## config.mk

```make
export PLATFORM = sky130hd
export DESIGN_NAME = mem_port_arbiter_flat
export DESIGN_NICKNAME = d
export VERILOG_FILES = /design/src/rtl/mem_port_arbiter_if.sv /design/src/rtl/mem_port_arbiter.sv /design/src/flat_wrapper.sv
export SDC_FILE = /design/constraint.sdc
export NUM_CORES = 1
export LEC_CHECK = 0
export CAP_MARGIN = 30
export CELL_PAD_IN_SITES_DETAIL_PLACEMENT = 0
export CELL_PAD_IN_SITES_GLOBAL_PLACEMENT = 1
export CORE_MARGIN = 4
export CORE_UTILIZATION = 30
export CTS_BUF_LIST = sky130_fd_sc_hd__clkbuf_8 sky130_fd_sc_hd__clkbuf_16
export CTS_CLUSTER_DIAMETER = 40
export CTS_CLUSTER_SIZE = 30
export DETAILED_ROUTE_END_ITERATION = 8
export PLACE_DENSITY_LB_ADDON = 0.1
export SYNTH_ARGS = -nofsm -noshare
export SYNTH_HDL_FRONTEND = slang
export SYNTH_SLANG_ARGS = --single-unit
```

## constraint.sdc

```tcl
create_clock -name clk -period 3.1 [get_ports clk]
set_input_delay 0.62 -clock clk [delete_from_list [all_inputs] [get_ports clk]]
set_output_delay 0.62 -clock clk [all_outputs]
set_load 0.01 [all_outputs]
```

## src/rtl/mem_port_arbiter_if.sv

```systemverilog
// Signal bundle for mem_port_arbiter: fetch port (i_*), data port (d_*) and memory port (mem_*).
// The slave modport is the arbiter's view. The master modport is the CPU/memory environment's view.
interface mem_port_arbiter_if #(
  parameter int ADDR_W = 32,
  parameter int DATA_W = 32
);
  logic                  i_req;
  logic [ADDR_W-1:0]     i_addr;
  logic                  i_ack;
  logic [DATA_W-1:0]     i_rdata;

  logic                  d_req;
  logic                  d_we;
  logic [ADDR_W-1:0]     d_addr;
  logic [DATA_W-1:0]     d_wdata;
  logic [DATA_W/8-1:0]   d_wstrb;
  logic                  d_ack;
  logic [DATA_W-1:0]     d_rdata;

  logic                  mem_req;
  logic                  mem_we;
  logic [ADDR_W-1:0]     mem_addr;
  logic [DATA_W-1:0]     mem_wdata;
  logic [DATA_W/8-1:0]   mem_wstrb;
  logic                  mem_ready;
  logic [DATA_W-1:0]     mem_rdata;

  modport slave (
    input  i_req, i_addr,
    output i_ack, i_rdata,
    input  d_req, d_we, d_addr, d_wdata, d_wstrb,
    output d_ack, d_rdata,
    output mem_req, mem_we, mem_addr, mem_wdata, mem_wstrb,
    input  mem_ready, mem_rdata
  );

  modport master (
    output i_req, i_addr,
    input  i_ack, i_rdata,
    output d_req, d_we, d_addr, d_wdata, d_wstrb,
    input  d_ack, d_rdata,
    input  mem_req, mem_we, mem_addr, mem_wdata, mem_wstrb,
    output mem_ready, mem_rdata
  );
endinterface

```

## src/rtl/mem_port_arbiter.sv

```systemverilog
// Arbitrates one single-port memory between instruction fetch (I) and data access (D), with D priority.
// Define STARVE_GUARD_EN to let I win after STARVE_MAX consecutive D grants made while I was waiting.
module mem_port_arbiter #(
  parameter int ADDR_W     = 32,
  parameter int DATA_W     = 32,
  parameter int STARVE_MAX = 4
) (
  input  logic              clk,
  input  logic              reset,
  mem_port_arbiter_if.slave bus
);
  localparam int STRB_W = DATA_W / 8;

  localparam logic [1:0] IDLE   = 2'd0;
  localparam logic [1:0] BUSY_I = 2'd1;
  localparam logic [1:0] BUSY_D = 2'd2;

  logic [1:0]        state_reg;
  logic              i_ack_reg;
  logic              d_ack_reg;
  logic [DATA_W-1:0] i_rdata_reg;
  logic [DATA_W-1:0] d_rdata_reg;
  logic              mem_req_reg;
  logic              mem_we_reg;
  logic [ADDR_W-1:0] mem_addr_reg;
  logic [DATA_W-1:0] mem_wdata_reg;
  logic [STRB_W-1:0] mem_wstrb_reg;

  logic ack_cycle;
  logic i_elig;
  logic d_elig;
  logic starve;
  logic grant_i;
  logic grant_d;

  // The ack cycle is a turnaround: no request is evaluated in it. A requester that
  // still holds its request then competes on equal terms in the following IDLE cycle.
  assign ack_cycle = i_ack_reg | d_ack_reg;
  assign i_elig    = bus.i_req & ~ack_cycle;
  assign d_elig    = bus.d_req & ~ack_cycle;

`ifdef STARVE_GUARD_EN
  logic [3:0] streak_reg;

  assign starve = (streak_reg == 4'(STARVE_MAX));

  always_ff @(posedge clk) begin
    if (!reset) begin
      streak_reg <= 4'd0;
    end else if (grant_i) begin
      streak_reg <= 4'd0;
    end else if (grant_d) begin
      if (!i_elig)
        streak_reg <= 4'd0;
      else if (!starve)
        streak_reg <= streak_reg + 4'd1;
    end
  end
`else
  // STARVE_MAX has no effect in this build.
  assign starve = 1'b0 & (STARVE_MAX != 0);
`endif

  assign grant_i = (state_reg == IDLE) & i_elig & (~d_elig | starve);
  assign grant_d = (state_reg == IDLE) & d_elig & ~grant_i;

  always_ff @(posedge clk) begin
    if (!reset) begin
      state_reg     <= IDLE;
      i_ack_reg     <= 1'b0;
      d_ack_reg     <= 1'b0;
      i_rdata_reg   <= '0;
      d_rdata_reg   <= '0;
      mem_req_reg   <= 1'b0;
      mem_we_reg    <= 1'b0;
      mem_addr_reg  <= '0;
      mem_wdata_reg <= '0;
      mem_wstrb_reg <= '0;
    end else begin
      i_ack_reg <= 1'b0;
      d_ack_reg <= 1'b0;
      case (state_reg)
        IDLE: begin
          if (grant_d) begin
            mem_req_reg   <= 1'b1;
            mem_we_reg    <= bus.d_we;
            mem_addr_reg  <= bus.d_addr;
            mem_wdata_reg <= bus.d_wdata;
            mem_wstrb_reg <= bus.d_we ? bus.d_wstrb : '0;
            state_reg     <= BUSY_D;
          end else if (grant_i) begin
            mem_req_reg   <= 1'b1;
            mem_we_reg    <= 1'b0;
            mem_addr_reg  <= bus.i_addr;
            mem_wdata_reg <= '0;
            mem_wstrb_reg <= '0;
            state_reg     <= BUSY_I;
          end
        end
        BUSY_I: begin
          if (bus.mem_ready) begin
            i_rdata_reg <= bus.mem_rdata;
            i_ack_reg   <= 1'b1;
            mem_req_reg <= 1'b0;
            state_reg   <= IDLE;
          end
        end
        BUSY_D: begin
          if (bus.mem_ready) begin
            d_rdata_reg <= bus.mem_rdata;
            d_ack_reg   <= 1'b1;
            mem_req_reg <= 1'b0;
            state_reg   <= IDLE;
          end
        end
        default: begin
          mem_req_reg <= 1'b0;
          state_reg   <= IDLE;
        end
      endcase
    end
  end

  assign bus.i_ack     = i_ack_reg;
  assign bus.i_rdata   = i_rdata_reg;
  assign bus.d_ack     = d_ack_reg;
  assign bus.d_rdata   = d_rdata_reg;
  assign bus.mem_req   = mem_req_reg;
  assign bus.mem_we    = mem_we_reg;
  assign bus.mem_addr  = mem_addr_reg;
  assign bus.mem_wdata = mem_wdata_reg;
  assign bus.mem_wstrb = mem_wstrb_reg;
endmodule

```

## src/flat_wrapper.sv

```systemverilog
// flat-port wrapper written by rule: the top's interface ports become plain ports
module mem_port_arbiter_flat 
#(
  parameter int ADDR_W     = 32,
  parameter int DATA_W     = 32,
  parameter int STARVE_MAX = 4
)
  (clk, reset, bus_i_req, bus_i_addr, bus_i_ack, bus_i_rdata, bus_d_req, bus_d_we, bus_d_addr, bus_d_wdata, bus_d_wstrb, bus_d_ack, bus_d_rdata, bus_mem_req, bus_mem_we, bus_mem_addr, bus_mem_wdata, bus_mem_wstrb, bus_mem_ready, bus_mem_rdata);
  mem_port_arbiter_if #(.ADDR_W(ADDR_W), .DATA_W(DATA_W)) bus_i ();
  input  logic clk;
  input  logic reset;
  input wire logic [$bits(bus_i.i_req)-1:0] bus_i_req;
  input wire logic [$bits(bus_i.i_addr)-1:0] bus_i_addr;
  output wire logic [$bits(bus_i.i_ack)-1:0] bus_i_ack;
  output wire logic [$bits(bus_i.i_rdata)-1:0] bus_i_rdata;
  input wire logic [$bits(bus_i.d_req)-1:0] bus_d_req;
  input wire logic [$bits(bus_i.d_we)-1:0] bus_d_we;
  input wire logic [$bits(bus_i.d_addr)-1:0] bus_d_addr;
  input wire logic [$bits(bus_i.d_wdata)-1:0] bus_d_wdata;
  input wire logic [$bits(bus_i.d_wstrb)-1:0] bus_d_wstrb;
  output wire logic [$bits(bus_i.d_ack)-1:0] bus_d_ack;
  output wire logic [$bits(bus_i.d_rdata)-1:0] bus_d_rdata;
  output wire logic [$bits(bus_i.mem_req)-1:0] bus_mem_req;
  output wire logic [$bits(bus_i.mem_we)-1:0] bus_mem_we;
  output wire logic [$bits(bus_i.mem_addr)-1:0] bus_mem_addr;
  output wire logic [$bits(bus_i.mem_wdata)-1:0] bus_mem_wdata;
  output wire logic [$bits(bus_i.mem_wstrb)-1:0] bus_mem_wstrb;
  input wire logic [$bits(bus_i.mem_ready)-1:0] bus_mem_ready;
  input wire logic [$bits(bus_i.mem_rdata)-1:0] bus_mem_rdata;
  assign bus_i.i_req = bus_i_req;
  assign bus_i.i_addr = bus_i_addr;
  assign bus_i_ack = bus_i.i_ack;
  assign bus_i_rdata = bus_i.i_rdata;
  assign bus_i.d_req = bus_d_req;
  assign bus_i.d_we = bus_d_we;
  assign bus_i.d_addr = bus_d_addr;
  assign bus_i.d_wdata = bus_d_wdata;
  assign bus_i.d_wstrb = bus_d_wstrb;
  assign bus_d_ack = bus_i.d_ack;
  assign bus_d_rdata = bus_i.d_rdata;
  assign bus_mem_req = bus_i.mem_req;
  assign bus_mem_we = bus_i.mem_we;
  assign bus_mem_addr = bus_i.mem_addr;
  assign bus_mem_wdata = bus_i.mem_wdata;
  assign bus_mem_wstrb = bus_i.mem_wstrb;
  assign bus_i.mem_ready = bus_mem_ready;
  assign bus_i.mem_rdata = bus_mem_rdata;
  mem_port_arbiter #(.ADDR_W(ADDR_W), .DATA_W(DATA_W), .STARVE_MAX(STARVE_MAX)) u_core (.clk(clk), .reset(reset), .bus(bus_i));
endmodule
```

Yosys cells after proc, flatten, opt, wreduce, memory -nomap -nowiden
Cells that the tools add are included.

storage, ports and cells
  register bits after elaboration = 138
  word-level logic and storage cells = 51

operators by class
  reduce and logical (&&, ||, !) cells = 9
  bitwise logic cells = 10
  muxes and demuxes = 18
  eq/ne operators = 4

operators by type and width
  cell                                                                     count
  32-bit 2-to-1 mux                                                        4
  4-bit 2-to-1 mux                                                         3
  2-bit AND reduction                                                      6
  1-bit AND                                                                6
  1-bit 2-to-1 mux                                                         6
  2-bit 2-to-1 mux                                                         3
  2-bit one-hot mux with 2 select lines                                    1
  3-bit by 1-bit inequality test with 1-bit output, second input constant  1
  1-bit inverter                                                           3
  2-bit by 1-bit == test with 1-bit output, second input constant          1
  2-bit == test, second input constant                                     1
  2-bit logical NOT                                                        1
  2-bit by 1-bit inequality test with 1-bit output, second input constant  1
  1-bit one-hot mux with 2 select lines                                    1
  2-bit nonzero test                                                       1
  2-bit OR reduction                                                       1
  1-bit bitwise OR                                                         1

Depth between registers and ports, before layout
Gate-level depths: netlist (run 1).

  word-level depth = 9
  depth in mapped cells = 7
  gate-level depth less buffers = 5

Worst setup path before layout (run 1)
Ideal clock, no wire load.

  kind = input to register
  from = in bus_d_req
  to = reg u_core.mem_addr_reg[21], in the netlist u_core.bus.mem_addr[21]
  arrival = 1.432 ns
  data required time = 2.961 ns
  buffers on the path = 1
  stages on the path = 4
  path slack = 1.529 ns
  setup time = 0.139 ns
  cell sequence = or2_1 > nand4_1 > clkbuf_1 > a22oi_1

between the ends
  word-level cells in the longest chain between the ends = 7
  elaborated cells on any way between the ends = 9
  classes of those cells = 1 x mux; 6 x bitwise; 2 x reduce/logical

RTL lines
  element                               line                    text
  from (decl)                           flat_wrapper.sv:16      input wire logic [$bits(bus_i.d_req)-1:0] bus_d_req;
  1-bit AND *                           mem_port_arbiter.sv:40  assign d_elig = bus.d_req & ~ack_cycle;
  1-bit inverter                        mem_port_arbiter.sv:64  assign grant_i = (state_reg == IDLE) & i_elig & (~d_elig | starve);
  1-bit AND                             mem_port_arbiter.sv:64
  1-bit inverter                        mem_port_arbiter.sv:65  assign grant_d = (state_reg == IDLE) & d_elig & ~grant_i;
  1-bit AND                             mem_port_arbiter.sv:65
  2-bit nonzero test (no source line)   --
  2-bit AND reduction (no source line)  --
  to (signal assigned)                  mem_port_arbiter.sv:87  mem_addr_reg <= bus.d_addr;
  to (signal assigned)                  mem_port_arbiter.sv:94  mem_addr_reg <= bus.i_addr;
  to (decl)                             mem_port_arbiter.sv:25  logic [ADDR_W-1:0] mem_addr_reg;

Mark *: on every way between the ends. The rest lies on a longest branch, timed or not.
A chain may end at the register's enable or synchronous reset.

Worst setup path in the final report (run 1)
  from = reg u_core.state_reg[0]
  to = reg u_core.mem_wstrb_reg[0], in the netlist u_core.bus.mem_wstrb[0]

between the ends
  word-level cells in the longest chain between the ends = 7
  elaborated cells on any way between the ends = 9
  classes of those cells = 1 x mux; 5 x bitwise; 3 x reduce/logical

RTL lines
  element                               line                                                                    text
  from (decl)                           mem_port_arbiter.sv:18                                                  logic [1:0] state_reg;
  from (signal assigned)                mem_port_arbiter.sv:69                                                  state_reg <= IDLE;
  from (signal assigned)                mem_port_arbiter.sv:90                                                  state_reg <= BUSY_D;
  from (signal assigned)                mem_port_arbiter.sv:97                                                  state_reg <= BUSY_I;
  2-bit logical NOT *                   mem_port_arbiter.sv:64, mem_port_arbiter.sv:65, mem_port_arbiter.sv:82
  1-bit AND (2 in series)               mem_port_arbiter.sv:64
  1-bit inverter                        mem_port_arbiter.sv:65
  1-bit AND                             mem_port_arbiter.sv:65
  2-bit nonzero test (no source line)   --
  2-bit AND reduction (no source line)  --
  to (signal assigned)                  mem_port_arbiter.sv:89                                                  mem_wstrb_reg <= bus.d_we ? bus.d_wstrb : '0;
  to (decl)                             mem_port_arbiter.sv:27                                                  logic [STRB_W-1:0] mem_wstrb_reg;

Marks and branches as above.

==> results.py, run 1 <==
metrics = {
    "outcome": {
        "status": "finished clean",
    },
    "placed_design": {
        "port_buffers": 273,
        "gp_congestion": 0.774,
        "pre_cts_ws_ns": 0.605,
        "dp.final_hpwl_um": 12100,
        "dp_cells": 1000,
    },
    "clocking": {
        "cts-root-buf": "clkbuf_16",
        "cts_setup_buffers": 0,
        "cts_sinks": 138,
        "cts_tree": "done",
        "ctsHoldBuffers": 0,
        "clockBufferDepth": 2,
        "post_cts_resized": 0,
        "path_clk_slew_ns": 0.06,
        "ctsHtreeMaxLevel": 4,
        "cts_made_buffers": 17,
        "clk_latency_ns": 0.42,
    },
    "floorplanning": {
        "die_y_um": 138,
        "initial_core_util_pct": 30.5,
        "rows": 47,
        "core_area_mm2": 0.0165,
        "die-area_mm2": 0.0189,
        "fp.dieW_um": 138,
        "io_pins": 274,
    },
    "timing": {
        "finalHoldViolCount": 0,
        "fmax_ghz": 0.464,
        "tightest_slew_ns": 1.07,
        "fin_crit_ns": 2.15,
        "setup_ws_ns": 0.946,
        "fin_crit_sh_pct": 69.5,
        "fin_setup_tns_ns": 0,
        "finalSetupViolations": 0,
        "fin_skew_ns": 0.00964,
        "timing.hold.ws_ns": 0.458,
        "rsz0062_at_grt": "no",
        "maxSlewViolCount": 0,
        "relSlewSlack_pct": 28.9,
    },
    "detailed_routing": {
        "vias": 4801,
        "finalWirelength_um": 16900,
        "wl_per_cell_um": 16.4,
        "via_per_inst": 4.65,
        "ant_nets": 0,
        "first_pass_iters": 4,
        "drc": 0,
        "drt_iter0_markers": 207,
    },
    "pwr": {
        "switching_share_pct": 24.7,
        "p_comb_share_pct": 20.0,
        "power_switching_mw": 1.38,
        "power.density_mw_per_mm2": 646,
        "leakagePower_nw": 3.18,
        "internal-power_mw": 4.21,
        "power_frac_clock_pct": 43.0,
        "seq_power_share_pct": 37.0,
        "ir_worst_vdd_v": 0.000369,
    },
    "setup_path": {
        "cp_slowest_cell": "nor3b_4",
        "reg2reg_setup_slack_ns": 0.95,
        "crit_buf_inv": 2,
        "ff2ff_path_depth": 6,
        "r2r-start": "u_core.state_reg[0]",
        "critPathLaunchType": "register",
        "crit_type": "reg2reg",
        "path_depth": 6,
        "crit_chain": "inv_1 -> ha_1 -> nor3b_4 -> a21boi_4 -> buf_4 -> a32o_1",
        "cp-end-kind": "register",
        "rr_endpoint": "u_core.bus.mem_wstrb[0]",
        "crit_arrival_ns": 2.46,
        "cp_top_family": "simple AND/OR/NAND/NOR gates",
        "max_stage_delay_ns": 0.72,
        "critPathMaxFanout": 37,
        "cp.required_ns": 3.41,
    },
    "worst_hold_path": {
        "hold_path_end": "u_core.bus.mem_addr[25]",
        "hp-class": "reg2reg",
        "whs_path_depth": 2,
        "hold_start": "u_core.bus.mem_addr[25]",
    },
    "global_routing": {
        "track_usage_pct": 16.9,
        "grt_max_degree": 83,
        "antenna_found_initial": 0,
        "grt_overflow": 0,
        "grt_pass1_wl_um": 24800,
        "grt_pass1_vias": 4793,
    },
    "yosys": {
        "synth-compound-area-share_pct": 26.0,
        "synthXorXnorAreaFrac_pct": 0,
        "synthCells": 537,
        "synth.distinct_cells": 30,
        "ys_ff_latch": 138,
        "synth_top_area_share_pct": 54.8,
        "yosys_warnings": 0,
        "synth_top_cell_by_area": "dfxtp_1",
        "seq_area_frac_synth_pct": 54.8,
        "synth_nets": 678,
        "synthAdderAreaFrac_pct": 0.745,
        "synth_top_family_by_area": "compound AO/OA/AOI/OAI gates",
        "syn_area_per_cell_um2": 9.38,
        "muxShareOfSynthArea_pct": 0,
        "ys_top_cells_by_area": "dfxtp_1 55%, nand2_1 12%, a21boi_0 9.5%",
        "yosys.area_share.simple_pct": 14.2,
        "post_synth_instance_area_mm2": 0.00504,
    },
    "finish": {
        "area_delta_synth_final_pct": 72.0,
        "final_common_cell": "clkdlybuf4s50_1",
        "drive_gt1_share_pct": 6.16,
        "final_nets": 940,
        "diodes": 0,
        "instances_no_fill": 1032,
        "most-common-layout-cells": "272 x clkdlybuf4s50_1, 162 x nand2_1, 138 x dfxtp_1",
    },
    "flow_run": {
        "cap_violations": 0,
    },
}
synthesized netlist by cell type (all sizes together):
library cell	n
a311o	1
nor2	2
nand2b	2
inv	3
a32o	4
nand2	162
a21boi	65
a31oi	2
o21ai	1
a311oi	1
a22o	33
nand4	1
nand3	1
a21oi	1
nor3b	1
and4	2
buf	19
dfxtp	138
and2	2
ha	3
or2	1
o22ai	32
clkbuf	25
a22oi	32
nor2b	1
and3	2
metrics by stage:
step / power, mW / util [%] / instance area, um2
final: 5.59 / 52.4 / 8660
after global routing: 5.84 / 52.4 / 8660
after CTS: 5.67 / 52.4 / 8660
after detailed placement: 3.24 / 48.2 / 7960
after global placement: 3.22 / 48.2 / 7960
after floorplan: 2.55 / - / 5040
kinds of logic after synthesis:
family,count (synthesis)
AND/OR/NAND/NOR,177
flip-flops,138
AO/OA/AOI/OAI,172
buffers and inverters,47
adder cells (fa/ha/maj),3
worst max-delay path by stage:
stage | startpoint | end | slack (ns)
2_1_floorplan | bus_d_req | u_core.bus.mem_addr[21] | 1.53
3_3_place_gp | bus_d_req | u_core.bus.mem_addr[9] | 0.74
3_5_place_dp | bus_d_req | u_core.bus.mem_addr[24] | 0.61
4_1_cts | u_core.state_reg[0] | u_core.bus.mem_wstrb[1] | 0.95
5_1_grt | u_core.state_reg[1] | u_core.bus.mem_wstrb[0] | 0.81
6_report | u_core.state_reg[0] | u_core.bus.mem_wstrb[0] | 0.95
area by class of cell:
type | count | area, um2
clock inverter | 14 | 265
multi-input combinational | 352 | 2060
tap | 220 | 275
fill | 1527 | 7860
clock buffer | 18 | 439
sequential | 138 | 2760
timing repair buffer | 287 | 2850
inverter | 3 | 11.3
per-layer routing:
| layer | vias to the layer above | wire, um | global-route usage, % |
|---|---|---|---|
| li1 | 2406 | - | - |
| met1 | 2200 | 6800 | 19.1 |
| met2 | 173 | 8230 | 28.0 |
| met3 | 22 | 1650 | 7.67 |
| met4 | 0 | 242 | 6.32 |
| met5 | - | 0 | 0 |
tightest hold or removal path, delay by kind of cell, from the launching register on:
family           cells  cell delay, ns
AND/OR/NAND/NOR      1            0.05
AO/OA/AOI/OAI        1            0.05
flip-flops           1            0.30
power groups by stage:
stage / clock network, mW / logic (mW) / registers, mW
floorplan: 0 / 0.370 / 2.18
global placement: 0 / 1.12 / 2.10
detailed placement: 0 / 1.13 / 2.10
CTS: 2.47 / 1.14 / 2.07
global route: 2.54 / 1.21 / 2.09
finish: 2.40 / 1.12 / 2.07
Note: power is estimated with default switching activity, not from simulation.
==> run 2: changes to the inputs <==
Settings changed: CORE_UTILIZATION 30 to 28.
Clock period 3.1 ns to 2.1 ns, I/O delays scaled along.
==> run 2 against run 1 <==
Compared with the run above:
- total power rose by 38%
- setup slack worse by 0.73 ns
- via count increased by 1.3%
- clock skew fell by 0.0018 ns
- combinational power up 51%
- first-iteration DRC count is 28% lower
- sequential share of layout area increased by 0.12 points
- register-to-register slack worse by 0.48 ns
- non-clock buffer count down 1
- largest power group is now sequential cells
==> results.py, run 2 (synthesized netlist as in run 1, its figures left out) <==
metrics = {
    "finish": {
        "final_nets": 939,
        "utilization_pct": 49.4,
        "most-common-layout-cells": "272 x clkdlybuf4s50_1, 162 x nand2_1, 138 x dfxtp_1",
        "area_delta_synth_final_pct": 71.3,
        "diodes": 0,
        "drive_gt1_share_pct": 5.67,
        "final_common_cell": "clkdlybuf4s50_1",
    },
    "floorplanning": {
        "initial_core_util_pct": 28.8,
        "rows": 48,
        "core_area_mm2": 0.0175,
        "fp.dieW_um": 142,
        "die_y_um": 142,
        "io_pins": 274,
        "die-area_mm2": 0.0202,
    },
    "flow_run": {
        "cap_violations": 0,
    },
    "outcome": {
        "status": "finished clean",
    },
    "setup_path": {
        "cp-end-kind": "output port",
        "cp_top_family": "buffers and inverters",
        "crit_chain": "clkdlybuf4s50_1",
        "critPathMaxFanout": 3,
        "cp_slowest_cell": "clkdlybuf4s50_1",
        "max_stage_delay_ns": 0.63,
        "critPathLaunchType": "register",
        "crit_buf_inv": 1,
        "cp.required_ns": 1.68,
        "crit_type": "reg2out",
        "crit_arrival_ns": 1.47,
    },
    "clocking": {
        "post_cts_resized": 0,
        "cts_sinks": 138,
        "clk_latency_ns": 0.41,
        "ctsHtreeMaxLevel": 4,
        "clockBufferDepth": 2,
        "path_clk_slew_ns": 0.06,
        "cts_tree": "done",
        "ctsHoldBuffers": 0,
        "cts_made_buffers": 17,
        "cts-root-buf": "clkbuf_16",
        "cts_setup_buffers": 0,
    },
    "pwr": {
        "leakagePower_nw": 3.17,
        "total_power_mw": 7.75,
        "power.density_mw_per_mm2": 898,
        "ir_worst_vdd_v": 0.000554,
    },
    "detailed_routing": {
        "wl_per_cell_um": 16.6,
        "drt_iter0_markers": 150,
        "drc": 0,
        "ant_nets": 0,
        "via_per_inst": 4.69,
        "vias": 4862,
        "finalWirelength_um": 17200,
        "first_pass_iters": 4,
    },
    "global_routing": {
        "grt_max_degree": 69,
        "antenna_found_initial": 0,
        "grt_pass1_wl_um": 25800,
        "grt_overflow": 0,
        "track_usage_pct": 16.3,
        "grt_pass1_vias": 4874,
    },
    "placed_design": {
        "port_buffers": 273,
        "pre_cts_ws_ns": 0.242,
        "gp_congestion": 0.812,
        "dp.final_hpwl_um": 12100,
    },
    "timing": {
        "relSlewSlack_pct": 73.9,
        "fmax_ghz": 0.530,
        "fin_skew_ns": 0.00780,
        "fin_setup_tns_ns": 0,
        "finalHoldViolCount": 0,
        "rsz0062_at_grt": "no",
        "fin_crit_sh_pct": 89.8,
        "tightest_slew_ns": 0.392,
        "fin_crit_ns": 1.89,
        "setup_ws_ns": 0.214,
        "maxSlewViolCount": 0,
        "finalSetupViolations": 0,
    },
    "worst_hold_path": {
        "hp-class": "reg2reg",
    },
}
==> run 2: cell types whose count changed in the layout (fill, tap and decap cells not counted), sizes merged <==
cell and change:
buf -1, bufinv -4, clkinv +3, inv +1
==> run 2: power breakdown <==
part	internal (mW)	total (mW)	switching, mW	leakage, nW
Sequential	2.90	3.05	0.145	1.13
Clock	1.88	3.01	1.13	0.299
Combinational	0.952	1.69	0.739	1.74
==> run 2: path summary, 6_finish.rpt <==
kind,startpoint,endpoint,slack [ns],cells after the start
max,u_core.bus.d_ack,bus_d_ack,0.21,1
min,u_core.bus.mem_addr[14],u_core.bus.mem_addr[14],0.46,2
max reg2reg,u_core.state_reg[1],u_core.bus.mem_addr[16],0.47,5
min reg2reg,u_core.bus.mem_addr[14],u_core.bus.mem_addr[14],0.46,2
==> run 2: per-stage QoR <==
step	instance area, um2	hold slack [ns]	cells
after floorplan	5040	0.482	537
after global placement	8030	0.445	1004
after detailed placement	8030	0.450	1004
after CTS	8630	0.458	1036
after global routing	8630	0.475	1036
final	8630	0.455	1036
==> run 2: cell type report <==
type	count	area, um2
well taps	225	282
fillers	1585	8850
clock inverters	14	158
clock buffers	18	439
repair buffers	286	2910
multi-input cells	352	2060
flip-flops and latches	138	2760
inverters	3	11.3
==> run 2: layer usage <==
layer | wire length, um | track usage, % | vias up
met3 | 1660 | 6.89 | 19
li1 | - | - | 2406
met4 | 314 | 5.56 | 0
met2 | 8500 | 28.0 | 181
met5 | 0 | 0 | -
met1 | 6720 | 18.1 | 2256
